===== src/rtl/ebus_diag_reader.sv =====
// ----------------------------------------------------------------------------
// ebus_diag_reader
//
// Requester end of the EDP diagnostic-read path over EBUS. A front-end request
// selects one of the AR/BR/MQ/FM/BRX/ARX/ADX/AD registers (or a scan from that
// select up to AD). For every word the block raises diag_read_12x with the
// register select on diag_sel and waits for EDP to drive EBUS. It then samples
// ebus_data and returns the word over a valid/ready response channel.
//
// Ports
//   clk            EBOX clock (CLK.EDP domain), all state changes on posedge
//   reset_n        synchronous active-low reset
//   req_valid/req_ready/req_sel/req_scan   request channel
//   diag_read_12x  CTL.DIAG_READ_FUNC_12x
//   diag_sel       CTL.DIAG[4:6]
//   ebus_driving   EDP.EBUSdriver.driving
//   ebus_data      EBUS.data[0:35]
//   rsp_valid/rsp_ready/rsp_data/rsp_sel/rsp_last/rsp_err/rsp_par
//                  response channel; rsp_data is 0 and rsp_err is 1 on timeout
//
// Parameters
//   SETTLE_CYCLES  cycles of ebus_driving=1 in SETTLE before sampling (>= 1)
//   TIMEOUT        cycles in ISSUE/SETTLE without capture before an error word
//                  is returned (> SETTLE_CYCLES)
//
// Build option
//   EBUS_DIAG_PARITY_EN : when defined, rsp_par carries the odd parity of
//                         rsp_data and is registered with it. When undefined,
//                         rsp_par is tied to 0 and no parity logic exists.
// ----------------------------------------------------------------------------
module ebus_diag_reader #(
  parameter int SETTLE_CYCLES = 2,
  parameter int TIMEOUT       = 16
) (
  input  logic        clk,
  input  logic        reset_n,
  input  logic        req_valid,
  output logic        req_ready,
  input  logic [0:2]  req_sel,
  input  logic        req_scan,
  output logic        diag_read_12x,
  output logic [0:2]  diag_sel,
  input  logic        ebus_driving,
  input  logic [0:35] ebus_data,
  output logic        rsp_valid,
  input  logic        rsp_ready,
  output logic [0:35] rsp_data,
  output logic [0:2]  rsp_sel,
  output logic        rsp_last,
  output logic        rsp_err,
  output logic        rsp_par
);

  localparam int SW = (SETTLE_CYCLES < 1) ? 1 : $clog2(SETTLE_CYCLES + 1);
  localparam int TW = (TIMEOUT < 2) ? 1 : $clog2(TIMEOUT);

  localparam logic [SW-1:0] SETTLE_LAST = SW'(SETTLE_CYCLES - 1);
  localparam logic [TW-1:0] TO_LAST     = TW'(TIMEOUT - 1);
  localparam logic [0:2]    SEL_AD      = 3'd7;

  typedef enum logic [1:0] {
    ST_IDLE   = 2'd0,
    ST_ISSUE  = 2'd1,
    ST_SETTLE = 2'd2,
    ST_RESP   = 2'd3
  } state_t;

  // State and working registers
  state_t         r_state;
  logic [0:2]     r_cur_sel;
  logic           r_scan;
  logic [SW-1:0]  r_settle_cnt;
  logic [TW-1:0]  r_to_cnt;

  // Registered outputs
  logic           r_req_ready;
  logic           r_diag_read_12x;
  logic [0:2]     r_diag_sel;
  logic           r_rsp_valid;
  logic [0:35]    r_rsp_data;
  logic           r_rsp_last;
  logic           r_rsp_err;

  // Next-state values
  state_t         w_state_nxt;
  logic [0:2]     w_cur_sel_nxt;
  logic           w_scan_nxt;
  logic [SW-1:0]  w_settle_nxt;
  logic [TW-1:0]  w_to_nxt;
  logic [0:35]    w_data_nxt;
  logic           w_err_nxt;
  logic           w_last_nxt;
  logic           w_capture;
  logic           w_timeout;
  logic           w_load;

  // Next-state logic: request accept, settle/timeout counting, word capture and scan stepping
  always_comb begin
    w_state_nxt   = r_state;
    w_cur_sel_nxt = r_cur_sel;
    w_scan_nxt    = r_scan;
    w_settle_nxt  = r_settle_cnt;
    w_to_nxt      = r_to_cnt;
    w_data_nxt    = r_rsp_data;
    w_err_nxt     = r_rsp_err;
    w_last_nxt    = r_rsp_last;
    w_capture     = 1'b0;
    w_timeout     = 1'b0;
    w_load        = 1'b0;

    case (r_state)
      ST_IDLE: begin
        if (req_valid) begin
          w_cur_sel_nxt = req_sel;
          w_scan_nxt    = req_scan;
          w_settle_nxt  = '0;
          w_to_nxt      = '0;
          w_state_nxt   = ST_ISSUE;
        end else begin
          w_state_nxt   = ST_IDLE;
        end
      end

      ST_ISSUE, ST_SETTLE: begin
        w_to_nxt = r_to_cnt + TW'(1'b1);
        // ISSUE gives EDP one cycle to see the read function before driving
        // counts; settle_cnt only advances in SETTLE and holds when driving drops.
        if ((r_state == ST_SETTLE) && ebus_driving) begin
          w_settle_nxt = r_settle_cnt + SW'(1'b1);
          w_capture    = (r_settle_cnt == SETTLE_LAST);
        end else begin
          w_settle_nxt = r_settle_cnt;
          w_capture    = 1'b0;
        end
        w_timeout = (r_to_cnt == TO_LAST);

        // Capture has priority over a timeout on the same edge.
        if (w_capture) begin
          w_data_nxt  = ebus_data;
          w_err_nxt   = 1'b0;
          w_last_nxt  = ~r_scan | (r_cur_sel == SEL_AD);
          w_load      = 1'b1;
          w_state_nxt = ST_RESP;
        end else if (w_timeout) begin
          w_data_nxt  = 36'd0;
          w_err_nxt   = 1'b1;
          w_last_nxt  = 1'b1;
          w_load      = 1'b1;
          w_state_nxt = ST_RESP;
        end else begin
          w_state_nxt = ST_SETTLE;
        end
      end

      ST_RESP: begin
        if (rsp_ready) begin
          if (r_rsp_last) begin
            w_state_nxt   = ST_IDLE;
          end else begin
            // rsp_last is forced at select 7, so this increment never wraps.
            w_cur_sel_nxt = r_cur_sel + 3'd1;
            w_settle_nxt  = '0;
            w_to_nxt      = '0;
            w_state_nxt   = ST_ISSUE;
          end
        end else begin
          w_state_nxt = ST_RESP;
        end
      end

      default: begin
        w_state_nxt = ST_IDLE;
      end
    endcase
  end

  // State, counters and output registers; outputs are decoded from the next state
  always_ff @(posedge clk) begin
    if (!reset_n) begin
      r_state         <= ST_IDLE;
      r_cur_sel       <= 3'd0;
      r_scan          <= 1'b0;
      r_settle_cnt    <= '0;
      r_to_cnt        <= '0;
      r_req_ready     <= 1'b1;
      r_diag_read_12x <= 1'b0;
      r_diag_sel      <= 3'd0;
      r_rsp_valid     <= 1'b0;
      r_rsp_data      <= 36'd0;
      r_rsp_last      <= 1'b0;
      r_rsp_err       <= 1'b0;
    end else begin
      r_state         <= w_state_nxt;
      r_cur_sel       <= w_cur_sel_nxt;
      r_scan          <= w_scan_nxt;
      r_settle_cnt    <= w_settle_nxt;
      r_to_cnt        <= w_to_nxt;
      r_req_ready     <= (w_state_nxt == ST_IDLE);
      r_diag_read_12x <= (w_state_nxt == ST_ISSUE) || (w_state_nxt == ST_SETTLE);
      r_diag_sel      <= ((w_state_nxt == ST_ISSUE) || (w_state_nxt == ST_SETTLE)) ?
                         w_cur_sel_nxt : 3'd0;
      r_rsp_valid     <= (w_state_nxt == ST_RESP);
      r_rsp_data      <= w_data_nxt;
      r_rsp_last      <= w_last_nxt;
      r_rsp_err       <= w_err_nxt;
    end
  end

`ifdef EBUS_DIAG_PARITY_EN
  logic r_rsp_par;

  // Odd parity over a 36-bit word: 1 when the word has an even number of ones
  function automatic logic odd_par(input logic [0:35] d);
    return ~^d;
  endfunction

  // Parity register, loaded on the same edge as the captured or error word
  always_ff @(posedge clk) begin
    if (!reset_n) begin
      r_rsp_par <= 1'b0;
    end else if (w_load) begin
      r_rsp_par <= odd_par(w_data_nxt);
    end else begin
      r_rsp_par <= r_rsp_par;
    end
  end

  assign rsp_par = r_rsp_par;
`else
  assign rsp_par = 1'b0;
`endif

  assign req_ready     = r_req_ready;
  assign diag_read_12x = r_diag_read_12x;
  assign diag_sel      = r_diag_sel;
  assign rsp_valid     = r_rsp_valid;
  assign rsp_data      = r_rsp_data;
  assign rsp_sel       = r_cur_sel;
  assign rsp_last      = r_rsp_last;
  assign rsp_err       = r_rsp_err;

endmodule


===== config.mk =====
export PLATFORM = sky130hd
export DESIGN_NAME = ebus_diag_reader
export DESIGN_NICKNAME = d
export VERILOG_FILES = /design/src/rtl/ebus_diag_reader.sv
export SDC_FILE = /design/constraint.sdc
export NUM_CORES = 1
export LEC_CHECK = 0
export CAP_MARGIN = 20
export CORE_AREA = 2 2 76 78
export DETAILED_ROUTE_END_ITERATION = 10
export DIE_AREA = 0 0 78 80
export GPL_ROUTABILITY_DRIVEN = 0
export PLACE_DENSITY = 0.76
export SYNTH_ARGS = -nofsm -noshare
export SYNTH_HDL_FRONTEND = slang
export SYNTH_SLANG_ARGS = --single-unit

===== constraint.sdc =====
create_clock -name clk -period 2.55 [get_ports clk]
set_input_delay 0.51 -clock clk [delete_from_list [all_inputs] [get_ports clk]]
set_output_delay 0.51 -clock clk [all_outputs]
set_load 0.05 [all_outputs]

; ---- Word-level counts from Yosys, hierarchy flattened
; Cells that the tools add are included.
; W data, S select, Z words.
[totals]
regBits = 56
output_inout_bits = 48
[op_classes]
n_addsub = 3
eq_ne = 13
mux = 26
n_bitwise = 2
reduce_logical = 11
[op_table]
columns = cell, count
row1 = $mux W36, 2
row2 = $mux W4, 3
row3 = $pmux W2 S3, 2
row4 = $pmux W4 S3, 1
row5 = $mux W2, 5
row6 = $mux W1, 9
row7 = $mux W3, 3
row8 = $eq A2 B2 Y1 const B, 4
row9 = $ne A2 B2 Y1 const B, 4
row10 = $eq A2 B1 Y1 const B, 3
row11 = $pmux W3 S2, 1
row12 = $reduce_and A2 Y1, 3
row13 = $add A4 B1 Y4 const B, 1
row14 = $eq A4 B4 Y1 const B, 1
row15 = $logic_not A2 Y1, 2
row16 = $reduce_and A4 Y1, 1
row17 = $add A3 B1 Y3 const B, 1
row18 = $eq A3 B3 Y1 const B, 1
row19 = $reduce_and A3 Y1, 1
row20 = $add A2 B1 Y2 const B, 1
row21 = $reduce_bool A2 Y1, 1
row22 = $reduce_or A2 Y1, 1
row23 = $logic_and A1 B1 Y1, 1
row24 = $logic_or A1 B1 Y1, 1
row25 = other kinds (2), 2

; ---- Logic depth before layout (Yosys ltp)
[depth]
ltp_word = 9
depth_mapped = 10
mapped_depth_nobuf = 9

; ---- Worst setup path after synthesis
; Ideal clock, no wire load.
[synth_path]
kind = register -> register
from = register r_state[1]
to = register r_diag_sel, in the netlist diag_sel[1]
setup_ns = 0.120
arrival_ns = 1.852
path_slack_ns = 0.578
path_stages_with_launch = 11
synth_period_minus_slack_ns = 1.972
cell_sequence = dfxtp_1 > inv_1 > ha_1 > buf_4 > and4_1 > nor2_2 > buf_4 > a22o_1 > ha_1 > nand2_1 > nor2_1
[synth_between]
elab_chain_len = 9
word_cells_on_any_way = 15
[synth_rtl]
columns = element, line
row1 = start: declaration, 69  ; state_t r_state;
row2 = start signal: assignment, 193  ; r_state <= w_state_nxt;
row3 = $eq A2 B2 Y1, "111, 128"
row4 = $logic_and A1 B1 Y1, 128  ; if ((r_state == ST_SETTLE) && ebus_driving) begin
row5 = $mux W1, 128
row6 = $mux W1, 111  ; case (r_state)
row7 = $mux W1, 138  ; if (w_capture) begin
row8 = $pmux W2 S3, 111
row9 = $eq A2 B1 Y1 or $eq A2 B2 Y1 (tied branches), 200  ; r_diag_sel <= ((w_state_nxt == ST_ISSUE) || (w_state_nxt == ST_SETTLE)) ?
row10 = $logic_or A1 B1 Y1, 200
row11 = $reduce_and A2 Y1 (no line), --
row12 = end signal: assignment, 200
row13 = end: declaration, 78  ; logic [0:2] r_diag_sel;
; Several ways; a longest one is shown, not always the timed one. The select of a mux whose other input is x is not followed.
; A chain may end at the register's enable or synchronous reset.

; ---- Worst setup path after layout
[layout_path]
from = register r_state[1]
to = register r_diag_sel, in the netlist diag_sel[2]
; The elaborated chain is that of the path after synthesis.

==> metrics.txt <==
outcome finished, final reports clean; syn_nets 288; fin area 0.00324 sq mm; register area share after synthesis 50.9%; Initial Util 40.7%; reg2reg start r_state[1]; Critical Path End Type flop; IO buf count 91; fin nets 375; CTS Sinks 56; DR pass1 iterations 4; post-CTS setup buffers 0; Tcrit/Tclk final 83.5%; slew margin rel. 63.6%; final setup TNS 0 ns; peak supply drop 0.000301 V; core area 0.00541 sq mm; clk_lat worst skew 0.31 ns; antenna cell count 0; HP Class flop to flop; WL/cell 13.6 um; CTS Buffer Depth 2; largest net degree at the start of global routing 39; CTS Buf Count 5; delay-heaviest family, CP adder cells; PnR worst setup slack 0.422 ns; total power 1.65 mW; remaining global-route overflow 0; Max stage delay on crit path 0.49 ns; Netlist cell types 38; synth warn 0; CTS tree yes; Max-Cap Viols 0; hold path cells 2; Reg clk slew, reported paths 0.10 ns; antenna violations before repair 0; cell area power density 509 mW/mm^2; reg2reg setup slack 0.42 ns; Synth-to-Final Area Change 47.1%; layout cell share with drive strength beyond 1 5.92%; Critical Path AT 2.34 ns; top-count cell post-synth dfxtp_1; pre-CTS setup slack 0.438 ns; final antenna-violating net count 0; Crit path top cell by count ha_1; final setup fails 0; reg2reg end diag_sel[2]; DRC viols 0; Top FF cell, synth dfxtp_1; Yosys top cell by area dfxtp_1; CP Class flop to flop; Post-synth EDFFs 0; hold buffers post-CTS 0; top cells by count, synth 56 x dfxtp_1, 46 x nor2_1, 38 x a22oi_1; Setup crit start kind flop; final non-filler cell total 393; Tot GR Track Use 17.4%; fillers 487; FMAX 0.470 GHz; DP Wirelength 3780 um; die area 0.00624 sq mm; worst-path maximum fanout 9; Netlist Area Pre-Place 0.00220 sq mm; Synth area leaders dfxtp_1 51%, a22oi_1 13%, nor2_1 7.8%, ha_1 5.7%, inv_1 1.9%; CP Cell Sequence inv_1 > ha_1 > and4_1 > nor2_2 > a22o_1 > ha_1 > nand2_1 > nor2_1; RSZ-0062 raised after global routing false; Cell Area, Placed 0.00314 sq mm; final hold slack 0.474 ns; DIE WIDTH 78 um; initial DRC count 94; Core Util, Final 59.9%; post-CTS sizing 0; Ports 93; CP max stage cell ha_1; dpl cells 385; H-tree Lvls 2; WP buf/inv 1; Post-Syn Area per Cell 9.45 sq um; Via density 4.91; Mapped Cells 233; hold endpoint r_to_cnt[3]; final hold vios 0; vias in the first global route 1,823; min Tclk post-route 2.13 ns; Via Count 1,930; R2R cell count 8; hold path startpoint r_to_cnt[3]; Least-Margin Pin Slew 0.545 ns; post-synthesis register bit count 56; Max Clock Skew 0.00562 ns; CP Data Required Time 2.76 ns; first-pass GRT wire length 8530 um; Pleak 1.18 nW; Die H 80 um; top cell type's share of synthesized area 50.9%; final slew viol count 0; row count 27; share of flip-flops with an asynchronous set or reset 0%; Root Buffer clkbuf_8; total routed wirelength 5340 um
[layout by cell type, fill, tap and decap left out]
cell type,n
mux2_2,1
and4_1,1
nor2_2,1
nand2_1,11
nand3_1,5
or2_1,1
a32o_1,2
and2_1,1
nor2_1,46
o21a_1,2
a22oi_1,38
nor3_1,3
ha_1,10
o21ai_0,2
and2b_2,1
o211ai_1,1
clkinvlp_4,2
nand3b_1,1
conb_1,1
clkbuf_8,6
or4_1,1
and4_4,1
buf_4,5
o22ai_1,3
a21oi_1,7
or2b_4,1
dfxtp_1,56
inv_1,11
nand2b_1,2
o32ai_1,1
o211ai_4,1
or3_1,1
and3b_1,1
o21ai_1,1
a22o_1,1
clkdlybuf4s50_1,91
nor4b_1,1
[metal layers]
| metal | global-route usage (%) | routed length, um | vias up |
|---|---|---|---|
| li1 | - | - | 983 |
| met1 | 21.4 | 2380 | 861 |
| met2 | 29.0 | 2470 | 78 |
| met3 | 4.52 | 391 | 8 |
| met4 | 7.02 | 98 | 0 |
| met5 | 0 | 0 | - |
[registers in the layout, indices dropped and copies added, names as in the netlist]
signal and count:
diag_read_12x 1, diag_sel 3, r_scan 1, r_settle_cnt 2, r_state 2, r_to_cnt 4
req_ready 1, rsp_data 36, rsp_err 1, rsp_last 1, rsp_sel 3, rsp_valid 1
[worst max-delay path by stage]
| stage | start | to | slack [ns] | cells past startpoint |
|---|---|---|---|---|
| after detailed placement | ebus_driving | diag_sel[2] | 0.44 | 7 |
| after floorplan | r_state[1] | diag_sel[1] | 0.58 | 10 |
| final | r_state[1] | diag_sel[2] | 0.42 | 8 |
| after global placement | ebus_driving | diag_sel[1] | 0.46 | 7 |
| after CTS | r_state[1] | diag_sel[2] | 0.44 | 8 |
| after global routing | r_state[1] | diag_sel[2] | 0.29 | 8 |
[power breakdown]
group          switching, mW  leakage [nW]  internal [mW]
logic                  0.127         0.684          0.116
registers            0.00914         0.453          0.890
clock network          0.285        0.0434          0.220
[kinds of logic (layout without fill, tap and decap cells)]
| family | Yosys count | in the layout | share of synthesized area (%) |
|---|---|---|---|
| other | 1 | 1 | 0.170 |
| buffers and inverters | 27 | 115 | 6.37 |
| DFF | 56 | 56 | 50.9 |
| adders and majority gates | 10 | 10 | 5.69 |
| and+or+nand+nor | 79 | 79 | 16.5 |
| muxes | 1 | 1 | 0.512 |
| AOI/OAI and AO/OA | 59 | 59 | 19.8 |
[tightest hold or removal path, cell delays in order (launching register included)]
cell	delay (ns)
dfxtp_1	0.34
nand2_1	0.06
o21ai_1	0.05
[final cells by class]
cell class	instances	area [sq um]	area share (%)
sequential	56	1120	34.6
timing repair buffer	96	948	29.3
multi-input combinational	150	940	29.0
tap	72	90.1	2.78
clock buffer	6	82.6	2.55
inverter	11	41.3	1.28
clock inverter	2	15.0	0.464
Power figures use the tool's default switching activity.
